## src/rtl/load_store_unit.sv

```systemverilog
// load_store_unit: memory-stage load/store unit of a 32-bit RISC-V pipeline.
// Takes the ALU result as the effective address. It drives a single-outstanding
// req/gnt/rvalid data-memory port, builds byte enables and replicated store
// lanes, and extends load data. It also reports misaligned accesses and bus
// timeouts, and stalls upstream stages while an access is in flight.
//
// Ports:
//   clk, rst_n                 clock, synchronous active-low reset
//   ex_*                       execute-stage request (valid, load/store, funct3,
//                              addr, wdata, rd)
//   lsu_stall                  hold upstream stages (combinational)
//   dmem_req/we/addr/be/wdata  registered memory request
//   dmem_gnt/rvalid/rdata      memory grant and response
//   mem_done                   one-cycle completion pulse
//   wb_we/wb_rd/wb_data        load write-back
//   misaligned/_addr           misaligned-access pulse and faulting address
//   bus_err                    one-cycle timeout pulse
module load_store_unit #(
  parameter int unsigned TIMEOUT_CYCLES = 255
) (
  input  logic        clk,
  input  logic        rst_n,
  input  logic        ex_valid,
  input  logic        ex_load,
  input  logic        ex_store,
  input  logic [2:0]  ex_funct3,
  input  logic [31:0] ex_addr,
  input  logic [31:0] ex_wdata,
  input  logic [4:0]  ex_rd,
  output logic        lsu_stall,
  output logic        dmem_req,
  output logic        dmem_we,
  output logic [31:0] dmem_addr,
  output logic [3:0]  dmem_be,
  output logic [31:0] dmem_wdata,
  input  logic        dmem_gnt,
  input  logic        dmem_rvalid,
  input  logic [31:0] dmem_rdata,
  output logic        mem_done,
  output logic        wb_we,
  output logic [4:0]  wb_rd,
  output logic [31:0] wb_data,
  output logic        misaligned,
  output logic [31:0] misaligned_addr,
  output logic        bus_err
);

  typedef enum logic [1:0] {
    ST_IDLE = 2'b00,
    ST_REQ  = 2'b01,
    ST_RESP = 2'b10
  } state_e;

  state_e      state_q, state_d;
  logic [7:0]  cnt_q, cnt_d;
  logic [1:0]  addr_lo_q, addr_lo_d;   // only the byte offset is needed after accept
  logic [2:0]  funct3_q, funct3_d;
  logic [4:0]  rd_q, rd_d;
  logic        is_load_q, is_load_d;
  logic        dmem_req_q, dmem_req_d;
  logic        dmem_we_q, dmem_we_d;
  logic [31:0] dmem_addr_q, dmem_addr_d;
  logic [3:0]  dmem_be_q, dmem_be_d;
  logic [31:0] dmem_wdata_q, dmem_wdata_d;
  logic        mem_done_q, mem_done_d;
  logic        wb_we_q, wb_we_d;
  logic [4:0]  wb_rd_q, wb_rd_d;
  logic [31:0] wb_data_q, wb_data_d;
  logic        misaligned_q, misaligned_d;
  logic [31:0] misaligned_addr_q, misaligned_addr_d;
  logic        bus_err_q, bus_err_d;

  logic        f3_legal_s, aligned_s, req_ok_s, accept_s, misalign_s, tmo_last_s;
  logic [3:0]  be_s;
  logic [31:0] wdata_s, load_shift_s, load_ext_s;

  // Decode the execute-stage request: legality, alignment, lanes.
  always_comb begin
    f3_legal_s = 1'b0;
    aligned_s  = 1'b0;
    be_s       = 4'b0000;
    wdata_s    = 32'h0000_0000;
    case (ex_funct3)
      3'b000, 3'b001, 3'b010, 3'b100, 3'b101: f3_legal_s = 1'b1;
      default:                                f3_legal_s = 1'b0;
    endcase
    // funct3[1:0] carries the access size for both signed and unsigned forms
    case (ex_funct3[1:0])
      2'b00: begin
        aligned_s = 1'b1;
        be_s      = 4'b0001 << ex_addr[1:0];
        wdata_s   = {4{ex_wdata[7:0]}};
      end
      2'b01: begin
        aligned_s = ~ex_addr[0];
        be_s      = 4'b0011 << ex_addr[1:0];
        wdata_s   = {2{ex_wdata[15:0]}};
      end
      2'b10: begin
        aligned_s = (ex_addr[1:0] == 2'b00);
        be_s      = 4'b1111;
        wdata_s   = ex_wdata;
      end
      default: begin
        aligned_s = 1'b0;
        be_s      = 4'b0000;
        wdata_s   = 32'h0000_0000;
      end
    endcase
    req_ok_s   = (state_q == ST_IDLE) & ex_valid & (ex_load ^ ex_store) & f3_legal_s;
    accept_s   = req_ok_s & aligned_s;
    misalign_s = req_ok_s & ~aligned_s;
  end

  // Extract and extend the addressed field of the returned read word.
  always_comb begin
    load_shift_s = dmem_rdata >> {addr_lo_q, 3'b000};
    case (funct3_q)
      3'b000:  load_ext_s = {{24{load_shift_s[7]}}, load_shift_s[7:0]};
      3'b001:  load_ext_s = {{16{load_shift_s[15]}}, load_shift_s[15:0]};
      3'b100:  load_ext_s = {24'h00_0000, load_shift_s[7:0]};
      3'b101:  load_ext_s = {16'h0000, load_shift_s[15:0]};
      default: load_ext_s = load_shift_s;
    endcase
  end

  assign tmo_last_s = (cnt_q == 8'(TIMEOUT_CYCLES - 1));

  // FSM next state, timeout counter and next values of all registered outputs.
  always_comb begin
    state_d           = state_q;
    cnt_d             = cnt_q;
    addr_lo_d         = addr_lo_q;
    funct3_d          = funct3_q;
    rd_d              = rd_q;
    is_load_d         = is_load_q;
    dmem_req_d        = dmem_req_q;
    dmem_we_d         = dmem_we_q;
    dmem_addr_d       = dmem_addr_q;
    dmem_be_d         = dmem_be_q;
    dmem_wdata_d      = dmem_wdata_q;
    mem_done_d        = 1'b0;
    wb_we_d           = 1'b0;
    wb_rd_d           = wb_rd_q;
    wb_data_d         = wb_data_q;
    misaligned_d      = 1'b0;
    misaligned_addr_d = misaligned_addr_q;
    bus_err_d         = 1'b0;
    case (state_q)
      ST_IDLE: begin
        if (accept_s) begin
          state_d      = ST_REQ;
          cnt_d        = 8'd0;
          addr_lo_d    = ex_addr[1:0];
          funct3_d     = ex_funct3;
          rd_d         = ex_rd;
          is_load_d    = ex_load;
          dmem_req_d   = 1'b1;
          dmem_we_d    = ex_store;
          dmem_addr_d  = {ex_addr[31:2], 2'b00};
          dmem_be_d    = be_s;
          dmem_wdata_d = wdata_s;
        end else if (misalign_s) begin
          misaligned_d      = 1'b1;
          misaligned_addr_d = ex_addr;
        end else begin
          state_d = ST_IDLE;
        end
      end
      ST_REQ: begin
        if (dmem_gnt) begin
          dmem_req_d = 1'b0;
          cnt_d      = 8'd0;
          if (is_load_q) begin
            state_d = ST_RESP;
          end else begin
            state_d    = ST_IDLE;
            mem_done_d = 1'b1;
          end
        end else if (tmo_last_s) begin
          dmem_req_d = 1'b0;
          state_d    = ST_IDLE;
          bus_err_d  = 1'b1;
          mem_done_d = 1'b1;
        end else begin
          cnt_d = cnt_q + 8'd1;
        end
      end
      ST_RESP: begin
        if (dmem_rvalid) begin
          state_d    = ST_IDLE;
          wb_data_d  = load_ext_s;
          wb_rd_d    = rd_q;
          wb_we_d    = 1'b1;
          mem_done_d = 1'b1;
        end else if (tmo_last_s) begin
          state_d    = ST_IDLE;
          bus_err_d  = 1'b1;
          mem_done_d = 1'b1;
        end else begin
          cnt_d = cnt_q + 8'd1;
        end
      end
      default: begin
        state_d    = ST_IDLE;
        dmem_req_d = 1'b0;
      end
    endcase
  end

  // State and output registers with synchronous active-low reset.
  always_ff @(posedge clk) begin
    if (!rst_n) begin
      state_q           <= ST_IDLE;
      cnt_q             <= 8'd0;
      addr_lo_q         <= 2'b00;
      funct3_q          <= 3'b000;
      rd_q              <= 5'd0;
      is_load_q         <= 1'b0;
      dmem_req_q        <= 1'b0;
      dmem_we_q         <= 1'b0;
      dmem_addr_q       <= 32'h0000_0000;
      dmem_be_q         <= 4'b0000;
      dmem_wdata_q      <= 32'h0000_0000;
      mem_done_q        <= 1'b0;
      wb_we_q           <= 1'b0;
      wb_rd_q           <= 5'd0;
      wb_data_q         <= 32'h0000_0000;
      misaligned_q      <= 1'b0;
      misaligned_addr_q <= 32'h0000_0000;
      bus_err_q         <= 1'b0;
    end else begin
      state_q           <= state_d;
      cnt_q             <= cnt_d;
      addr_lo_q         <= addr_lo_d;
      funct3_q          <= funct3_d;
      rd_q              <= rd_d;
      is_load_q         <= is_load_d;
      dmem_req_q        <= dmem_req_d;
      dmem_we_q         <= dmem_we_d;
      dmem_addr_q       <= dmem_addr_d;
      dmem_be_q         <= dmem_be_d;
      dmem_wdata_q      <= dmem_wdata_d;
      mem_done_q        <= mem_done_d;
      wb_we_q           <= wb_we_d;
      wb_rd_q           <= wb_rd_d;
      wb_data_q         <= wb_data_d;
      misaligned_q      <= misaligned_d;
      misaligned_addr_q <= misaligned_addr_d;
      bus_err_q         <= bus_err_d;
    end
  end

  assign lsu_stall       = accept_s | (state_q != ST_IDLE);
  assign dmem_req        = dmem_req_q;
  assign dmem_we         = dmem_we_q;
  assign dmem_addr       = dmem_addr_q;
  assign dmem_be         = dmem_be_q;
  assign dmem_wdata      = dmem_wdata_q;
  assign mem_done        = mem_done_q;
  assign wb_we           = wb_we_q;
  assign wb_rd           = wb_rd_q;
  assign wb_data         = wb_data_q;
  assign misaligned      = misaligned_q;
  assign misaligned_addr = misaligned_addr_q;
  assign bus_err         = bus_err_q;

endmodule
```

## config.mk

```make
export PLATFORM = sky130hd
export DESIGN_NAME = load_store_unit
export DESIGN_NICKNAME = d
export VERILOG_FILES = /design/src/rtl/load_store_unit.sv
export SDC_FILE = /design/constraint.sdc
export NUM_CORES = 1
export LEC_CHECK = 0
export ABC_AREA = 1
export CAP_MARGIN = 25
export CORE_UTILIZATION = 49
export CTS_CLUSTER_DIAMETER = 80
export DETAILED_ROUTE_END_ITERATION = 10
export GPL_ROUTABILITY_DRIVEN = 1
export GPL_TIMING_DRIVEN = 1
export PLACE_DENSITY = 0.95
export SLEW_MARGIN = 40
export SYNTH_ARGS = -nofsm -noshare
export SYNTH_HDL_FRONTEND = slang
export SYNTH_SLANG_ARGS = --single-unit
export TNS_END_PERCENT = 100
```

## constraint.sdc

```tcl
create_clock -name clk -period 4.8 [get_ports clk]
set_input_delay 0.72 -clock clk [delete_from_list [all_inputs] [get_ports clk]]
set_output_delay 0.72 -clock clk [all_outputs]
set_load 0.005 [all_outputs]
```

==> After elaboration in Yosys (flattened, before gate mapping) <==
Cells that the tools add are included.
{ "totals": {"register_bits": 162, "latchBits": 0, "ram_bits": 0, "rom_bits": 0, "elab_cells": 97, "n_memories": 0} }
{ "classes": {"addsub": 1, "multipliers": 0, "div": 0, "n_lt_le_gt_ge": 0, "n_eq_ne": 16, "n_shift": 3, "n_mux": 31, "bitwise": 13, "reduce_logical": 15} }
{ "ops": {"columns": ["cell", "count"], "rows": [
  ["one-hot mux 32 bit (4 select lines)", 1],
  ["one-hot mux 32 bit (3 select lines)", 1],
  ["two-way mux 8 bit", 4],
  ["right shift 32 x 5 -> 32 bit", 1],
  ["one-hot mux 8 bit (3 select lines)", 1],
  ["== test 3 bit (second input constant)", 4],
  ["two-way mux 1 bit", 12],
  ["two-way mux 2 bit", 6],
  ["one-hot mux 4 bit (3 select lines)", 1],
  ["AND reduction 3 bit", 3],
  ["adder 8 x 1 -> 8 bit (second input constant)", 1],
  ["== test 8 bit (second input constant)", 1],
  ["== test 3 x 1 -> 1 bit (second input constant)", 2],
  ["logical NOT 2 bit", 3],
  ["logical NOT 3 bit", 2],
  ["!= test 3 bit (second input constant)", 2],
  ["inverter 1 bit", 6],
  ["one-hot mux 1 bit (3 select lines)", 2],
  ["one-hot mux 2 bit (3 select lines)", 1],
  ["AND reduction 2 bit", 3],
  ["bitwise AND 1 bit", 5],
  ["OR reduction 5 bit", 1],
  ["== test 2 x 1 -> 1 bit (second input constant)", 2],
  ["== test 2 bit (second input constant)", 2],
  ["10 further kinds", 12]
]} }

==> Logic depth before layout (Yosys ltp) <==
{ "depth": {"depth_word": 8, "mapped_depth": 13, "mapped_depth_nobuf": 12} }

==> Worst setup path before layout <==
No wires, ideal clock.
{ "synth_timing": {"path_type": "in2out", "startpoint": "input ex_funct3[0]", "endpoint": "output lsu_stall", "t_arrival_ps": 1502, "slack_ps": 2578, "path_stages": 8, "path_buffers": 3, "path_cell_list": "buf_2 nor2_2 nor2_2 nor2_4 nand2_2 buf_6 nand2_4 buf_6"} }
{ "synth_between": {"elab_chain_cells": 6} }
{ "synth_rtl": {"columns": ["element", "line_no", "text"], "rows": [
  ["from (decl)", "26", "input logic [2:0] ex_funct3,"],
  ["== test 3 x 1 -> 1 bit, or another cell as far along", "83", "case (ex_funct3)"],
  ["OR reduction 5 bit", "83", null],
  ["two-way mux 1 bit", "83", null],
  ["bitwise AND 1 bit", "110", "req_ok_s = (state_q == ST_IDLE) & ex_valid & (ex_load ^ ex_store) & f3_legal_s;"],
  ["bitwise AND 1 bit *", "111", "accept_s = req_ok_s & aligned_s;"],
  ["bitwise OR 1 bit *", "254", "assign lsu_stall = accept_s | (state_q != ST_IDLE);"],
  ["to (decl)", "30", "output logic lsu_stall,"]
]} }
Mark *: on every way between the ends. The rest lies on a longest branch, timed or not.

==> Worst setup path after layout <==
{ "layout_timing": {"startpoint": "input ex_funct3[1]", "endpoint": "output lsu_stall"} }
Same word-level chain as after synthesis.

==> results.tsv <==
stage	metric	value	unit
outcome	status	finished clean	
power	clock share of power	41.4	%
final_layout	register area	3240	sq um
die	DIE WIDTH	122	um
grt	largest net degree at the start of global routing	119	
setup_path	Crit path required time	4.08	ns
cts	Setup Buffers After CTS	0	
detailed_routing	Vias/cell	5.40	
final_layout	design area	10200	sq um
grt	initial antenna violation count	0	
grt	GR Util All Layers	30.6	%
cts	CTS Buffer Depth	2	
synth	number of distinct library cells after synthesis	33	
final_layout	area occupied by multi-input gates	3240	sq um
cts	post-cts sizing count	0	
die	Ports	255	
sta	Fmax	0.311	GHz
die	die area	14900	sq um
final_layout	n_diodes	0	
cts	Root Buffer	clkbuf_16	
setup_path	Startpoint Class	input port	
hold_path	Hold Path Class	reg -> reg	
sta	Setup TNS	0	ns
cts	Worst-path clk slew	0.07	ns
power	P_int	0.00230	W
final_layout	layout cells sized above 1	4.83	%
sta	Slew @ Worst Pin	0.750	ns
synth	register area share after synthesis	45.8	%
final_layout	fillcell total	1023	
final_layout	commonest non-fill, non-tap cells in the layout	nor2_1 (278), clkdlybuf4s50_1 (251), o21ai_0 (164)	
power	register share of total power	45.1	%
cts	hold_buf cts	0	
sta	skew final	0.0120	ns
grt	vias in the first global route	7408	
synth	FF+latch count, synth	162	
placed_design	gpl congestion	0.917	
sta	final setup fails	0	
power	Power per Cell Area	309	nW/um^2
synth	Synth Flop Type	dfxtp_1	
cts	Worst-Skew Late Latency	0.44	ns
final_layout	Final #Nets	1347	
detailed_routing	First-pass DRT Iterations	5	
setup_path	WS Path Type	in -> out	
sta	RSZ-0062 raised after global routing	no	
detailed_routing	Routed Antenna Nets	0	
die	core box area	14000	sq um
placed_design	Port Buffers	252	
die	Die H	122	um
sta	endpoints failing hold	0	
setup_path	Crit Path Max Fanout	15	
cts	CTS tree	done	
run	max-cap viol count	0	
cts	# clock sinks	162	
synth	Mapped Avg Cell Area	6.99	sq um
grt	first-pass GRT wire length	35.4	mm
final_layout	most common cell after layout, fill and taps aside	nor2_1	
setup_path	Critical Path End Type	output pin	
synth	yosys warns	0	
sta	minimum clock period	3.22	ns
synth	ys async rst share	0	%
hold_path	Hold Path Depth	2	
synth	Syn Inst Count	1012	
placed_design	hpwl dp	15.2	mm
sta	fin crit share	67.0	%
power	switch share	26.9	%
detailed_routing	drc violations	0	
placed_design	placed cell areas	9590	sq um
final_layout	Area Growth Syn to Fin	43.5	%
sta	Worst slew margin	49.9	%
detailed_routing	vias	7682	
synth	EDFF count, synth	0	
power	Comb pwr share	13.5	%
power	P_sw	0.000845	W
power	IR drop worst, VDD	0.261	mV
sta	count of pins over their slew limit	0	
cts	Clock H-tree levels	4	
detailed_routing	Routed Wire Length	22.6	mm
setup_path	reg2reg path depth	8	
grt	GR Overflow Total	0	
setup_path	WP data arrival	2.50	ns
synth	Mapped Area	7070	sq um
detailed_routing	initial DRC count	711	
die	initial core utilization	50.6	%
detailed_routing	drt wl/cell	15.9	um
cts	total CTS buffers	17	
die	row cnt	43	
power	leak pwr	4.09	nW
[power groups by stage]
stage | sequential (W) | clock, W | combinational, W
detailed placement | 0.00145 | 0 | 0.000414
finish | 0.00142 | 0.00130 | 0.000424
CTS | 0.00142 | 0.00130 | 0.000421
global placement | 0.00144 | 0 | 0.000406
floorplan | 0.00145 | 0 | 0.000183
global route | 0.00142 | 0.00136 | 0.000463
[per-stage QoR]
step / utilization [%] / total power (W) / instances / hold WS, ns / worst slack [ns]
6_report: 72.6 / 0.00314 / 1423 / 0.475 / 1.58
5_1_grt: 72.6 / 0.00324 / 1423 / 0.496 / 1.47
4_1_cts: 72.6 / 0.00314 / 1423 / 0.468 / 1.58
3_5_place_dp: 68.6 / 0.00186 / 1391 / 0.457 / 1.37
3_3_place_gp: 68.5 / 0.00185 / 1391 / 0.450 / 1.52
2_1_floorplan: - / 0.00163 / 1013 / 0.450 / 2.58
[logic make-up (layout without fill, tap and decap cells)]
kind of cell    count (synthesis)  count (layout)  synth area share (%)
simple gates                  446             446                  25.0
compound gates                254             254                  19.5
fa+ha+maj                       6               6                  1.06
buf+inv                       143             373                  8.51
flops                         162             162                  45.8
other cells                     1               2                0.0530
[layer usage]
| metal | GRT usage [%] | wire length [um] |
|---|---|---|
| met1 | 33.5 | 8580 |
| met2 | 51.6 | 10500 |
| met3 | 11.2 | 2560 |
| met4 | 16.2 | 899 |
| met5 | 0 | 0 |
[synth_stat cells (2+ instances only)]
cell type,n,area (sq um)
a211oi_1,2,15.0
a21oi_1,43,215
a22o_1,8,70.1
a31oi_1,8,50.1
buf_1,4,15.0
buf_2,25,125
buf_4,5,37.5
buf_6,2,22.5
clkbuf_1,27,101
clkinv_1,2,7.51
dfxtp_1,162,3240
ha_1,6,75.1
inv_1,73,274
inv_2,5,18.8
nand2_1,126,473
nand2_2,2,12.5
nand3_1,22,110
nand4_1,7,43.8
nor2_1,279,1050
nor2_2,4,25.0
nor2_4,2,22.5
o211ai_1,15,113
o21ai_0,164,821
o21ai_1,3,15.0
o31ai_1,8,60.1
[flip-flops by register name, summed over array words and instances, names as in the netlist]
name,flops
misaligned,1
misaligned_addr,32
rd_q,5
dmem_we,1
wb_we,1
cnt_q,8
dmem_wdata,32
wb_data,32
dmem_be,4
is_load_q,1
wb_rd,5
addr_lo_q,2
state_q,2
mem_done,1
funct3_q,3
dmem_req,1
dmem_addr,30
bus_err,1
[area by class of cell]
cell class,count,area share [%]
Timing Repair Buffer,261,25.5
Inverter,80,2.96
Multi-Input combinational cell,708,31.9
Tap cell,180,2.22
Clock inverter,14,1.17
Sequential cell,162,31.9
Clock buffer,18,4.32
[critical path, cell delays in order]
cell,delay (ns)
clkdlybuf4s50_1,0.50
inv_2,0.28
nor2_2,0.09
nor2_1,0.15
nand2_2,0.09
nand2_4,0.14
clkdlybuf4s50_1,0.52
[worst paths after layout]
kind | slack [ns] | startpoint | end
setup / recovery | 1.58 | ex_funct3[1] | lsu_stall
hold / removal | 0.48 | dmem_wdata[0] | dmem_wdata[0]
setup reg to reg | 2.08 | state_q[0] | cnt_q[3]
hold reg to reg | 0.48 | dmem_wdata[0] | dmem_wdata[0]
(Power assumes the default switching activity.)
